## src/rtl/retire_dbg_capture.sv

```systemverilog
// retire_dbg_capture: captures the last write to a watched register, counts retires, tracks halt/trap, drives LED view
// Ports: i_clk/i_rst_n clock and async active-low reset; i_retire_* retire interface;
//        i_disp_sel async LED view select; o_dbg_result captured value; o_retire_count saturating count;
//        o_trap_pc PC of trapping instruction; o_state 00 RUN/01 HALTED/10 TRAPPED; o_led registered view.
module retire_dbg_capture #(
    parameter int WATCH_REG = 11,
    parameter int CNT_W     = 32,
    parameter int HB_BITS   = 25
) (
    input  logic             i_clk,
    input  logic             i_rst_n,
    input  logic             i_retire_valid,
    input  logic [4:0]       i_retire_rd_waddr,
    input  logic [31:0]      i_retire_rd_wdata,
    input  logic             i_retire_trap,
    input  logic             i_retire_halt,
    input  logic [31:0]      i_retire_pc,
    input  logic [1:0]       i_disp_sel,
    output logic [31:0]      o_dbg_result,
    output logic [CNT_W-1:0] o_retire_count,
    output logic [31:0]      o_trap_pc,
    output logic [1:0]       o_state,
    output logic [9:0]       o_led
);
    typedef enum logic [1:0] {RUN = 2'b00, HALTED = 2'b01, TRAPPED = 2'b10} state_t;
    localparam logic [4:0] WATCH = 5'(WATCH_REG);
    state_t             r_state, w_state_nxt;
    logic               r_rel;
    logic [1:0]         r_sel_meta, r_sel_sync;
    logic [HB_BITS-1:0] r_hb;
    logic [CNT_W-1:0]   r_count;
    logic [31:0]        r_dbg, r_trap_pc;
    logic [9:0]         r_led, w_led_nxt;
    logic [CNT_W+9:0]   w_count_ext;
    logic               w_accept, w_capture;
    // r_rel stays low through the releasing edge so no retire is taken on it
    assign w_accept    = i_retire_valid && r_rel && (r_state == RUN);
    assign w_capture   = w_accept && (WATCH_REG != 0) && (i_retire_rd_waddr == WATCH) && !i_retire_trap;
    assign w_count_ext = {10'b0, r_count};
    always_comb begin
        w_state_nxt = r_state;
        if (w_accept)
            w_state_nxt = i_retire_trap ? TRAPPED : (i_retire_halt ? HALTED : RUN);
    end
    always_comb begin
        w_led_nxt = r_sel_sync == 2'b00 ? r_dbg[9:0] :
                    r_sel_sync == 2'b01 ? w_count_ext[9:0] :
                    r_sel_sync == 2'b10 ? r_trap_pc[11:2] :
                                          {r_state, r_hb[HB_BITS-1], 7'b0};
    end
    always_ff @(posedge i_clk or negedge i_rst_n) begin
        if (!i_rst_n)
            r_state <= RUN;
        else
            r_state <= w_state_nxt;
    end
    always_ff @(posedge i_clk or negedge i_rst_n) begin
        if (!i_rst_n) begin
            r_rel      <= 1'b0;
            r_sel_meta <= 2'b0;
            r_sel_sync <= 2'b0;
            r_hb       <= '0;
            r_count    <= '0;
            r_dbg      <= '0;
            r_trap_pc  <= '0;
            r_led      <= '0;
        end else begin
            r_rel      <= 1'b1;
            r_sel_meta <= i_disp_sel;
            r_sel_sync <= r_sel_meta;
            r_hb       <= r_hb + HB_BITS'(1);
            r_led      <= w_led_nxt;
            if (w_accept && !(&r_count))
                r_count <= r_count + CNT_W'(1);
            if (w_capture)
                r_dbg <= i_retire_rd_wdata;
            if (w_accept && i_retire_trap)
                r_trap_pc <= i_retire_pc;
        end
    end
    assign o_dbg_result   = r_dbg;
    assign o_retire_count = r_count;
    assign o_trap_pc      = r_trap_pc;
    assign o_state        = r_state;
    assign o_led          = r_led;
endmodule

```

## config.mk

```make
export PLATFORM = sky130hd
export DESIGN_NAME = retire_dbg_capture
export DESIGN_NICKNAME = d
export VERILOG_FILES = /design/src/rtl/retire_dbg_capture.sv
export SDC_FILE = /design/constraint.sdc
export NUM_CORES = 1
export LEC_CHECK = 0
export CAP_MARGIN = 20
export CORE_UTILIZATION = 45
export CTS_CLUSTER_SIZE = 14
export DETAILED_ROUTE_END_ITERATION = 8
export PLACE_DENSITY = 0.78
export SYNTH_ARGS = -nofsm -noshare
export SYNTH_HDL_FRONTEND = slang
export SYNTH_SLANG_ARGS = --single-unit
```

## constraint.sdc

```tcl
create_clock -name i_clk -period 4.3 [get_ports i_clk]
set_input_delay 0.43 -clock i_clk [delete_from_list [all_inputs] [get_ports i_clk]]
set_output_delay 0.43 -clock i_clk [all_outputs]
set_load 0.01 [all_outputs]
```

==> flow_summary.yaml, run 1 <==
status:
  status: "completed"
power_and_ir_drop:
  ir_drop_v: 0.000338
  p_total_mw: 3.97
  leakagePower_nw: 3.64
  power_density_mw_per_mm2: 476
floorplanning:
  core_area_mm2: 0.0123
  die_area_mm2: 0.0133
  start_util_pct: 47.0
  num_rows: 40
  die_w_um: 115
  die_h_um: 115
  io_pins: 184
sta:
  worstMarginPinSlew_ns: 0.957
  period_share_pct: 58.3
  final_hold_viol_count: 0
  final_max_slew_viol_count: 0
  period_minus_slack_ns: 2.51
  tns_ns: 0
  clock.fmax_mhz: 399
  finClkSkew_ns: 0.00542
  rsz0062_at_grt: "false"
  setup_violations: 0
  maxSlewHeadroom_pct: 36.2
synthesis:
  seq_area_frac_synth_pct: 59.9
  async_flop_share_pct: 100
  postSynthCellCount: 420
  syn-cell-area_mm2: 0.00576
  ys_warn_count: 0
  synth-seq-cells: 138
  synth_edf_count: 0
  ys_types: 39
  syn_nets: 498
  synth_ff_type: "dfrtp_1"
  avgSynthCellArea_um2: 13.7
route:
  ant_nets: 0
  drc: 0
  wl_um: 13500
  post_drt_wl_per_cell_um: 17.0
  avgViaCountPerCell: 5.14
  drtIter0Drc: 275
  num_vias: 4073
  first_pass_iters: 4
critical_path:
  end_kind: "register"
  crit_path_top_delay_cell: "nand4_1"
  r2r_slack_ns: 1.79
  reg2regPathDepth: 5
  crit_top_cell: "nand4_1"
  rr_endpoint: "o_retire_count[1]"
  critPathLaunchType: "register"
  worstPathMaxFanout: 22
  crit_type: "register to register"
  rr_startpoint: "o_retire_count[16]"
  worst_ep_arrival_time_ns: 2.80
  cpPeakStageDelay_ns: 0.72
  cp_cell_sequence: "nand4_1 > nor2_1 > nand4_1 > nand2_1 > mux2_2"
  required_ns: 4.60
global_routing:
  grt_max_degree: 108
  grt_pass1_wl_um: 21900
  grt_overflow: 0
  grt_pass1_vias: 4302
  antenna_found_initial: 0
  grt_use_total_pct: 22.1
clock_network:
  cts_buffer_depth: 2
  cts_repair_resize_count: 0
  insertion_delay_ns: 0.41
  cts.sinks: 138
  path_clk_slew_ns: 0.06
  tritoncts: "built"
  clock-root-buffer: "clkbuf_16"
  h-tree-depth: 4
  hold_buffers: 0
  cts_made_buffers: 17
  postCtsSetupBuffers: 0
placed_design:
  port_buffers: 183
  placedCellCount: 760
  gp_congestion: 0.811
  dp_hpwl_um: 9540
  place_area_mm2: 0.00775
layout:
  diodes: 0
  multi_input_area_mm2: 0.00223
  final_layout_size_suffix_gt1_share_pct: 18.1
  fin_nets: 689
  final_core_util_pct: 67.9
  finalNonFillerCells: 792
  fin_area_mm2: 0.00833
  register_area_mm2: 0.00345
  fillCellCount: 899
  areaGrowthSynthToFinish_pct: 44.6
worst_hold_path:
  min_path_type: "input pin to asynchronous set/reset pin"
flow_run:
  maxCapViolCount: 0
-- cells by family (layout without fill, tap and decap cells) --
kind of cell / Yosys count / in the layout / synth area share, %
adders and majority gates: 2 / 2 / 0.434
xor gates and xnor gates: 53 / 53 / 8.06
other: 1 / 1 / 0.0651
AOI/OAI and AO/OA: 11 / 11 / 1.22
buffers and inverters: 15 / 219 / 1.39
and+or+nand+nor: 125 / 125 / 13.8
DFF: 138 / 138 / 59.9
muxes: 75 / 75 / 15.1
-- placed cells by master (no fill, tap or decap), types with 3 or more instances in the layout --
cell type,instances
mux2i_1,7
and2_1,5
nand3_1,28
and3_1,13
dfrtp_1,138
o21ai_0,7
clkbuf_16,17
xnor2_1,49
xor2_1,4
nand4b_1,3
mux2_2,63
nand2_1,27
and4_1,10
mux4_2,3
clkinv_4,3
nor2_1,7
clkinv_2,6
buf_4,3
nand4_1,15
clkdlybuf4s50_1,182
-- registers in the layout, indices dropped and copies added (netlist names) --
name            count
o_led              10
o_dbg_result       32
o_state             2
r_hb               25
r_rel               1
r_sel_meta          2
r_sel_sync          2
o_retire_count     32
o_trap_pc          32
-- layout make-up --
class,instances,share of cell area (%)
clock inverter,12,1.49
inverter,1,0.0451
tap,168,2.52
multi-input combinational,267,26.7
timing repair buffer,186,22.3
sequential,138,41.4
clock buffer,20,5.48
-- power by group --
part           switching (mW)  internal (mW)  leakage (nW)
combinational           0.315          0.568          1.53
sequential              0.158           1.51          1.82
clock                   0.536          0.879         0.289
-- cell usage after synthesis (all sizes together), types with 5 or more instances --
| master | number | area [um2] |
|---|---|---|
| and2 | 5 | 31.3 |
| and3 | 15 | 96.3 |
| and4 | 10 | 87.6 |
| buf | 11 | 65.1 |
| dfrtp | 138 | 3450 |
| mux2 | 65 | 732 |
| mux2i | 7 | 70.1 |
| nand2 | 27 | 101 |
| nand3 | 28 | 140 |
| nand4 | 17 | 136 |
| nor2 | 8 | 37.5 |
| o21ai | 7 | 35.0 |
| xnor2 | 49 | 429 |
-- worst max-delay path: cells and delay by family, from the launching register on --
kind	cells	cell delay, ns
and+or+nand+nor	4	1.57
muxes	1	0.36
DFF	1	0.46
-- worst max-delay path by stage --
stage | start | endpoint | slack (ns) | cells after the start
after floorplan | o_state[1] | o_dbg_result[10] | 2.59 | 4
after global placement | i_retire_valid | o_trap_pc[17] | 1.79 | 6
after detailed placement | i_retire_valid | o_trap_pc[12] | 1.79 | 6
after CTS | o_retire_count[16] | o_retire_count[1] | 1.78 | 5
after global routing | o_retire_count[0] | o_retire_count[1] | 1.51 | 6
final | o_retire_count[16] | o_retire_count[1] | 1.79 | 5
-- stage by stage --
step	hold WS, ns	worst slack [ns]
global placement	0.344	1.79
global route	0.228	1.51
floorplan	0.134	2.59
finish	0.155	1.79
CTS	0.179	1.78
detailed placement	0.343	1.79
-- routing by layer --
layer	wire (um)	global-route usage [%]	part of all wire (%)	vias up
li1	-	-	-	1869
met1	5640	27.4	42	2052
met2	6740	36.5	50	132
met3	862	6.27	6.4	20
met4	241	9.26	1.8	0
met5	0	0	0	-
No activity file was read; power rests on OpenSTA's default activity.
==> run 2, diff against run 1 <==
clock period = 2.4 ns   (was 4.3 ns; I/O delays follow)
==> flow_summary.yaml, run 2 (synthesis gave the netlist of run 1 again) <==
route:
  first_pass_iters: 4
  ant_nets: 0
  avgViaCountPerCell: 5.14
  drc: 0
  num_vias: 4095
  wl_um: 13700
  post_drt_wl_per_cell_um: 17.2
  drtIter0Drc: 190
clock_network:
  tritoncts: "built"
  postCtsSetupBuffers: 0
  cts_buffer_depth: 2
  path_clk_slew_ns: 0.06
  h-tree-depth: 4
  clock-root-buffer: "clkbuf_16"
  cts.sinks: 138
  cts_made_buffers: 17
  insertion_delay_ns: 0.42
floorplanning:
  start_util_pct: 47.0
  io_pins: 184
  num_rows: 40
  die_w_um: 115
  core_area_mm2: 0.0123
  die_area_mm2: 0.0133
  die_h_um: 115
critical_path:
  crit_path_top_delay_cell: "dfrtp_1"
  worst_path_dominant_cell_family: "simple AND/OR/NAND/NOR gates"
  end_kind: "register"
  rr_startpoint: "o_retire_count[0]"
  reg2regPathDepth: 6
  r2r_slack_ns: 0.57
  cpPeakStageDelay_ns: 0.43
  worstPathMaxFanout: 7
  crit_type: "register to register"
  worst_ep_arrival_time_ns: 2.12
  cp_cell_sequence: "ha_1 > nand3_1 > nor2_4 > and4_1 > nand4b_1 > xnor2_1"
  critPathLaunchType: "register"
  crit_buf_inv: 0
  rr_endpoint: "o_retire_count[30]"
  required_ns: 2.70
layout:
  diodes: 0
  final_layout_size_suffix_gt1_share_pct: 18.3
  fin_nets: 694
  fillCellCount: 872
  mostFrequentLayoutCell: "clkdlybuf4s50_1"
  finalNonFillerCells: 796
  areaGrowthSynthToFinish_pct: 46.0
  layout_common_cells: "clkdlybuf4s50_1, dfrtp_1, mux2_2"
sta:
  period_minus_slack_ns: 1.83
  final_hold_viol_count: 0
  rsz0062_at_grt: "false"
  period_share_pct: 76.2
  clock.fmax_mhz: 547
  setup_violations: 0
  final_max_slew_viol_count: 0
  hold_ws_ns: 0.263
  maxSlewHeadroom_pct: 59.3
  tns_ns: 0
  finClkSkew_ns: 0.00606
  worstMarginPinSlew_ns: 0.610
power_and_ir_drop:
  power_density_mw_per_mm2: 853
  leakagePower_nw: 3.68
  seq_power_share_pct: 41.6
  switching_share_pct: 25.0
  internal_power_mw: 5.38
  pwr-share-clk_pct: 36.3
  combPwrFrac_pct: 22.1
  ir_drop_v: 0.000670
  net-switching-power_mw: 1.79
placed_design:
  port_buffers: 183
  placedCellCount: 764
  dp_hpwl_um: 9800
  gp_congestion: 0.793
global_routing:
  grt_pass1_wl_um: 22200
  grt_max_degree: 57
  grt_overflow: 0
  grt_use_total_pct: 22.4
  grt_pass1_vias: 4324
  antenna_found_initial: 0
worst_hold_path:
  hold_start: "i_disp_sel[1]"
  min_to: "r_sel_meta[1]"
  holdPathStages: 1
  min_path_type: "input pin to register"
flow_run:
  maxCapViolCount: 0
status:
  status: "completed"
-- run 2: layout make-up --
class	instances	area, um2	share of cell area (%)
multi-input cells	267	2230	26.5
well taps	168	210	2.50
repair buffers	191	1920	22.8
inverters	1	3.75	0.0446
flip-flops and latches	138	3450	41.1
clock inverters	11	148	1.76
clock buffers	20	447	5.31
-- run 2: worst reg2reg max path, cell delays in order (launching register included) --
cell and delay [ns]:
dfrtp_1 0.43, ha_1 0.24, nand3_1 0.16, nor2_4 0.19, and4_1 0.37, nand4b_1 0.16, xnor2_1 0.15
-- run 2: worst max path at each step --
stage / start / end / depth (start not counted)
global placement: i_retire_valid / o_dbg_result[12] / 5
detailed placement: i_retire_valid / o_dbg_result[2] / 5
CTS: o_state[1] / o_dbg_result[2] / 4
global route: o_retire_count[0] / o_retire_count[30] / 6
floorplan: o_state[1] / o_dbg_result[10] / 4
finish: o_retire_count[0] / o_retire_count[30] / 6
-- run 2: metrics by stage --
stage / utilization, % / cell area, um2 / setup WS (ns) / power (mW)
3_5_place_dp: 63.7 / 7810 / 0.348 / 4.62
6_report: 68.6 / 8410 / 0.572 / 7.18
2_1_floorplan: - / 5760 / 0.689 / 3.53
5_1_grt: 68.6 / 8410 / 0.434 / 7.50
4_1_cts: 68.6 / 8410 / 0.566 / 7.26
3_3_place_gp: 63.7 / 7810 / 0.404 / 4.56
-- run 2: repair_timing --
item | in CTS | in global routing
resized for setup | 0 | 0
hold buffers | 1 | 0
endpoints found under the hold margin | 48 | 0
-- run 2: power by group through the flow --
stage	clock network [mW]	logic, mW	registers [mW]
after detailed placement	0	1.60	3.02
after floorplan	0	0.383	3.15
final	2.61	1.58	2.99
after global routing	2.77	1.69	3.04
after CTS	2.66	1.61	2.99
after global placement	0	1.57	3.00
-- run 2: layer usage --
layer  routed length, um  track usage [%]  vias to the layer above  part of all wire [%]
met5                   0                0                        -                     0
met4                 230             8.83                        0                   1.7
met3                 894             6.91                       18                   6.5
met2                6920             36.7                      131                    51
met1                5650             27.9                     2063                    41
li1                    -                -                     1883                     -
==> variant 1, RTL diff (config.mk and constraints of run 2) <==
Register the output `o_dbg_result` once more, cleared by the reset; this adds one clock of latency there. The other outputs are not delayed to match.
--- a/src/rtl/retire_dbg_capture.sv
+++ b/src/rtl/retire_dbg_capture.sv
@@ -80,3 +80,9 @@
     end
-    assign o_dbg_result   = r_dbg;
+    always_ff @(posedge i_clk or negedge i_rst_n) begin
+        if (!i_rst_n) begin
+            o_dbg_result <= '0;
+        end else begin
+            o_dbg_result <= r_dbg;
+        end
+    end
     assign o_retire_count = r_count;
Check against the original RTL: not equivalent (a bounded check fails within 4 cycles, from zero or initial values and one cycle with i_rst_n low).
==> variant 1 against run 2 <==
  * Setup slack worse by 0.15 ns
  * Worst hold slack worse by 0.011 ns
  * Total power is 7.1% higher
  * Count of clock-buffer cells in the layout is 1 lower
  * Highest routed layer unchanged
  * Critical path depth stayed put
  * Clock power is 4% lower
  * Final area is 9.2% higher
  * Via count is 3.7% higher
  * Wire length is 5.3% higher
  * First-iteration DRC count is 32% higher
  * Sequential cell count is 32 higher
  * Synthesized area is 13% higher
  * Critical endpoint is now o_retire_count[27]
==> variant 1: results (changes against run 2) <==
----------------------------------------------------
[Detailed routing]
  Routed wirelength normalized by instance count ... 17.07 µm (was 17.21 µm)
  Via density ... 5.024 (was 5.144)
  Drt initial violations ... 250 (was 190)

[Place]
  Post-DP HPWL ... 10190 µm (was 9804 µm)
  Port Buf Inserts ... 183 (unchanged)
  Placed standard-cell area ... 8626 µm² (was 7806 µm²)
  Final weighted congestion in routability-driven placement ... 0.7842 (was 0.7930)

[Global route]
  Number of global-route vias before repair ... 4334 (was 4324)
  Pin count of the biggest net entering global routing ... 68 (was 57)
  Total routing resource utilization after global routing ... 20.26% (was 22.40%)
  First-pass GRT wire length ... 22600 µm (was 22180 µm)

[Yosys]
  Top cells by area, synth ... sky130_fd_sc_hd__dfrtp_1 (65%), sky130_fd_sc_hd__mux2_2 (11%), sky130_fd_sc_hd__xnor2_1 (6.5%) (was sky130_fd_sc_hd__dfrtp_1 (60%), sky130_fd_sc_hd__mux2_2 (12%), sky130_fd_sc_hd__xnor2_1 (7.4%))
  Fraction of the yosys area taken by sequential cells ... 65.37% (was 59.93%)
  Commonest cells post-synth ... sky130_fd_sc_hd__dfrtp_1 (170), sky130_fd_sc_hd__mux2_2 (64), sky130_fd_sc_hd__xnor2_1 (48) (was sky130_fd_sc_hd__dfrtp_1 (138), sky130_fd_sc_hd__mux2_2 (63), sky130_fd_sc_hd__xnor2_1 (49))
  Count of unique library cells instantiated by Yosys ... 43 (was 39)
  Net count of the mapped netlist ... 528 (was 498)

[Setup path]
  Critical path endpoint ... o_retire_count[27] (was o_retire_count[30])
  Critical Path Start ... o_retire_count[0] (unchanged)
  Critical Path AT ... 2.32 ns (was 2.12 ns)
  Critical path peak fanout ... 5 (was 7)
  Internal reg-to-reg setup slack ... 0.42 ns (was 0.57 ns)

[Power]
  Leakage component of the power ... 0.004067 µW (was 0.003675 µW)
  Maximum vdd ir drop ... 0.4632 mV (was 0.6698 mV)

[Timing]
  Setup TNS ... 0 ns (unchanged)
  Worst-Margin Slew ... 0.6756 ns (was 0.6101 ns)
  Worst Skew ... 0.006627 ns (was 0.006057 ns)

[Min path]
  Origin of the worst min-delay path ... i_disp_sel[0] (was i_disp_sel[1])

[Run status]
  Run status ... complete, no violations (unchanged)

[Layout]
  Final net count ... 731 (was 694)
  Count of filler cells inserted in the layout ... 1043 (was 872)

----------------------------------------------------
-- variant 1: logic make-up after synthesis --
group	count (synthesis)	share of synthesized area, %
AOI/OAI and AO/OA	10	0.9998
and+or+nand+nor	125	11.57
DFF	170	65.37
adders and majority gates	2	0.3845
muxes	75	13.36
buffers and inverters	13	0.9806
xor gates and xnor gates	54	7.268
other	1	0.05763
-- variant 1: layer usage --
metal / global-route usage [%] / wire, µm / share of wire, %
met4: 8.003 / 241 / 1.7
met2: 31.95 / 7019 / 49
met3: 5.204 / 841 / 5.8
met5: 0 / 0 / 0
met1: 26.82 / 6321 / 44
-- variant 1: cell type report --
class,count,area [µm²],share of cell area [%]
sequential,170,4254,46.32
multi-input combinational,267,2190,23.84
timing repair buffer,194,1956,21.29
clock buffer,19,452.9,4.932
tap,180,225.2,2.452
clock inverter,12,95.09,1.035
inverter,3,11.26,0.1226
-- variant 1: power by group --
group | internal, µW | switching, µW | leakage [µW]
registers | 3270 | 288 | 0.00225
clock network | 1380 | 1130 | 0.000254
logic | 1030 | 586 | 0.00156
total | 5680 | 2010 | 0.00407
-- variant 1: repair_timing --
action                                  in CTS  in global routing
hold endpoints to repair                    65                  0
endpoints found under the setup margin       0                  0
hold buffers                                 1                  0
-- variant 1: critical path: stages, from the launching register on --
cell and delay, ns:
sky130_fd_sc_hd__dfrtp_1 0.47, sky130_fd_sc_hd__ha_1 0.26, sky130_fd_sc_hd__nand4_1 0.20, sky130_fd_sc_hd__or3_1 0.39
sky130_fd_sc_hd__o2111a_1 0.31, sky130_fd_sc_hd__nand3_1 0.13, sky130_fd_sc_hd__xnor2_1 0.13
-- variant 1: worst min-delay path by stage --
stage	end	slack [ns]	cells past startpoint
floorplan	o_dbg_result[0]	-0.06	0
global placement	o_retire_count[21]	0.27	1
detailed placement	o_retire_count[25]	0.28	1
CTS	r_sel_meta[0]	0.24	1
global route	r_sel_meta[0]	0.25	1
finish	r_sel_meta[0]	0.25	1
-- variant 1: through the flow --
| stage | util (%) | setup WS, ns | instances |
|---|---|---|---|
| 2_1_floorplan | - | 0.5981 | 450 |
| 4_1_cts | 65.65 | 0.3953 | 845 |
| 3_5_place_dp | 61.66 | 0.2710 | 813 |
| 3_3_place_gp | 61.66 | 0.3119 | 813 |
| 5_1_grt | 65.65 | 0.2709 | 845 |
| 6_report | 65.65 | 0.4225 | 845 |
==> variant 2, RTL diff (config.mk and constraints of run 2) <==
Made on the original files. Change the parameter `CNT_W` from 32 to 40.
--- a/src/rtl/retire_dbg_capture.sv
+++ b/src/rtl/retire_dbg_capture.sv
@@ -6,3 +6,3 @@
     parameter int WATCH_REG = 11,
-    parameter int CNT_W     = 32,
+    parameter int CNT_W     = 40,
     parameter int HB_BITS   = 25
Ports: changed (resized o_retire_count); port bits go from 184 to 192. The function was not compared with the original's and may differ.
==> variant 2 against run 2 <==
  * Sequential cell count rose by 8
  * Total power rose by 5.7%
  * Non-clock buffer count rose by 19
  * Utilization fell by 0.81 points
  * Setup slack got worse by 0.24 ns
  * Sequential share of layout area fell by 0.52 points
  * Final area rose by 7.2%
  * Synthesized area rose by 6.6%
  * Wire length rose by 7.7%
  * Fmax fell by 12%
  * Critical path depth did not move
  * Sequential power rose by 4%
  * Critical endpoint is now o_retire_count[18]
  * Largest power group unchanged
==> variant 2: results (changes against run 2) <==
----------------------------------------------------
[Run status]
  Run status ... complete, no violations (unchanged)

[Timing]
  Worst Skew ... 0.008504 ns (was 0.006057 ns)
  Fin Hold WS ... 0.2634 ns (was 0.2626 ns)
  Post-layout minimum cycle time ... 2.067 ns (was 1.828 ns)
  Max_slew headroom ... 58.60% (was 59.33%)

[Yosys]
  Adder and majority cell fraction of the synthesized area ... 0.4075% (was 0.4343%)
  Fraction of the yosys area taken by sequential cells ... 59.49% (was 59.93%)
  Share of cell area taken by muxes after synthesis ... 14.22% (was 15.09%)
  Net count of the mapped netlist ... 552 (was 498)
  Parity-gate share of the synthesized area counting xor and xnor cells ... 8.557% (was 8.056%)
  Count of unique library cells instantiated by Yosys ... 41 (was 39)
  Compound-gate portion of the synthesized area ... 1.406% (was 1.216%)
  Post-synthesis average cell area ... 12.96 µm² (was 13.72 µm²)
  Commonest cells post-synth ... sky130_fd_sc_hd__dfrtp_1 (146), sky130_fd_sc_hd__mux2_2 (63), sky130_fd_sc_hd__xor2_1 (38) (was sky130_fd_sc_hd__dfrtp_1 (138), sky130_fd_sc_hd__mux2_2 (63), sky130_fd_sc_hd__xnor2_1 (49))

[Setup path]
  Critical path peak fanout ... 10 (was 7)
  Internal reg-to-reg setup slack ... 0.33 ns (was 0.57 ns)
  Largest incremental delay on the critical path ... 0.46 ns (was 0.43 ns)
  Cell with the largest stage delay on the worst path ... sky130_fd_sc_hd__nor4_1 (was sky130_fd_sc_hd__dfrtp_1)

[Global route]
  Total routing resource utilization after global routing ... 22.52% (was 22.40%)
  Met2 track demand over resource in global routing ... 36.99% (was 36.67%)
  Pin count of the biggest net entering global routing ... 64 (was 57)
  GR Layer Usage met3 ... 6.082% (was 6.906%)
  Global Route met1 Usage ... 28.33% (was 27.88%)
  First-pass GRT wire length ... 24350 µm (was 22180 µm)

[Detailed routing]
  Total Wirelength ... 14750 µm (was 13700 µm)
  Vias after detailed routing ... 4582 (was 4095)
  Drt initial violations ... 217 (was 190)
  Detailed-routing iteration count for the pre-antenna-repair pass ... 4 (unchanged)

[Clock network]
  Insertion delay to the later sink of the worst-skew pair ... 0.42 ns (about the same)

[Place]
  Placed standard-cell area ... 8372 µm² (was 7806 µm²)
  Final weighted congestion in routability-driven placement ... 0.9026 (was 0.7930)
  Number of instances in the placed design ... 843 (was 764)
  Post-DP HPWL ... 10730 µm (was 9804 µm)
  Pre-CTS setup slack ... 0.1931 ns (was 0.3476 ns)
  Port Buf Inserts ... 191 (was 183)

[Layout]
  Final net count ... 765 (was 694)
  Final instance count without filler cells ... 874 (was 796)

[Power]
  Maximum vdd ir drop ... 0.7374 mV (was 0.6698 mV)
  Internal power contribution ... 5763 µW (was 5384 µW)

----------------------------------------------------
==> variant 2: cell count changes after synthesis, sizes merged, moves of 5 or more <==
cell,run 2,this run
xor2,4,38
xnor2,49,22
nor3,4,22
nor2,8,19
nand4,17,27
dfrtp,138,146
nand3,28,22
and4,10,5
nor4,2,7
==> variant 2: power by group through the flow <==
stage / clock network (µW) / logic, µW / registers [µW]
final: 2800 / 1690 / 3100
after global routing: 2980 / 1800 / 3150
after CTS: 2860 / 1710 / 3100
after detailed placement: 0 / 1700 / 3140
after global placement: 0 / 1680 / 3100
after floorplan: 0 / 404 / 3280
==> variant 2: cell type report <==
| cell class | instances | area (µm²) |
|---|---|---|
| fillers | 954 | 4283 |
| flip-flops and latches | 146 | 3654 |
| multi-input cells | 309 | 2401 |
| repair buffers | 210 | 2096 |
| clock buffers | 20 | 446.7 |
| well taps | 176 | 220.2 |
| clock inverters | 10 | 183.9 |
| inverters | 3 | 11.26 |
==> variant 2: metal layers <==
metal	up-vias	share of wire (%)
met5	-	0
li1	2114	-
met3	16	6.2
met2	172	50
met1	2280	42
met4	0	1.9
==> variant 2: worst paths after layout <==
| check | to | depth (start not counted) | startpoint |
|---|---|---|---|
| min reg2reg | r_sel_sync[0] | 0 | r_sel_meta[0] |
| min | r_sel_meta[1] | 1 | i_disp_sel[1] |
| max | o_retire_count[18] | 6 | o_state[1] |
| max in group asynchronous | o_dbg_result[7] | 3 | i_rst_n |
| min in group asynchronous | o_retire_count[37] | 2 | i_rst_n |
| max reg2reg | o_retire_count[18] | 6 | o_state[1] |
==> variant 2: cell families after synthesis <==
kind of cell | after synthesis
and+or+nand+nor | 157
DFF | 146
muxes | 75
xor gates and xnor gates | 60
buffers and inverters | 19
AOI/OAI and AO/OA | 14
adders and majority gates | 2
other | 1
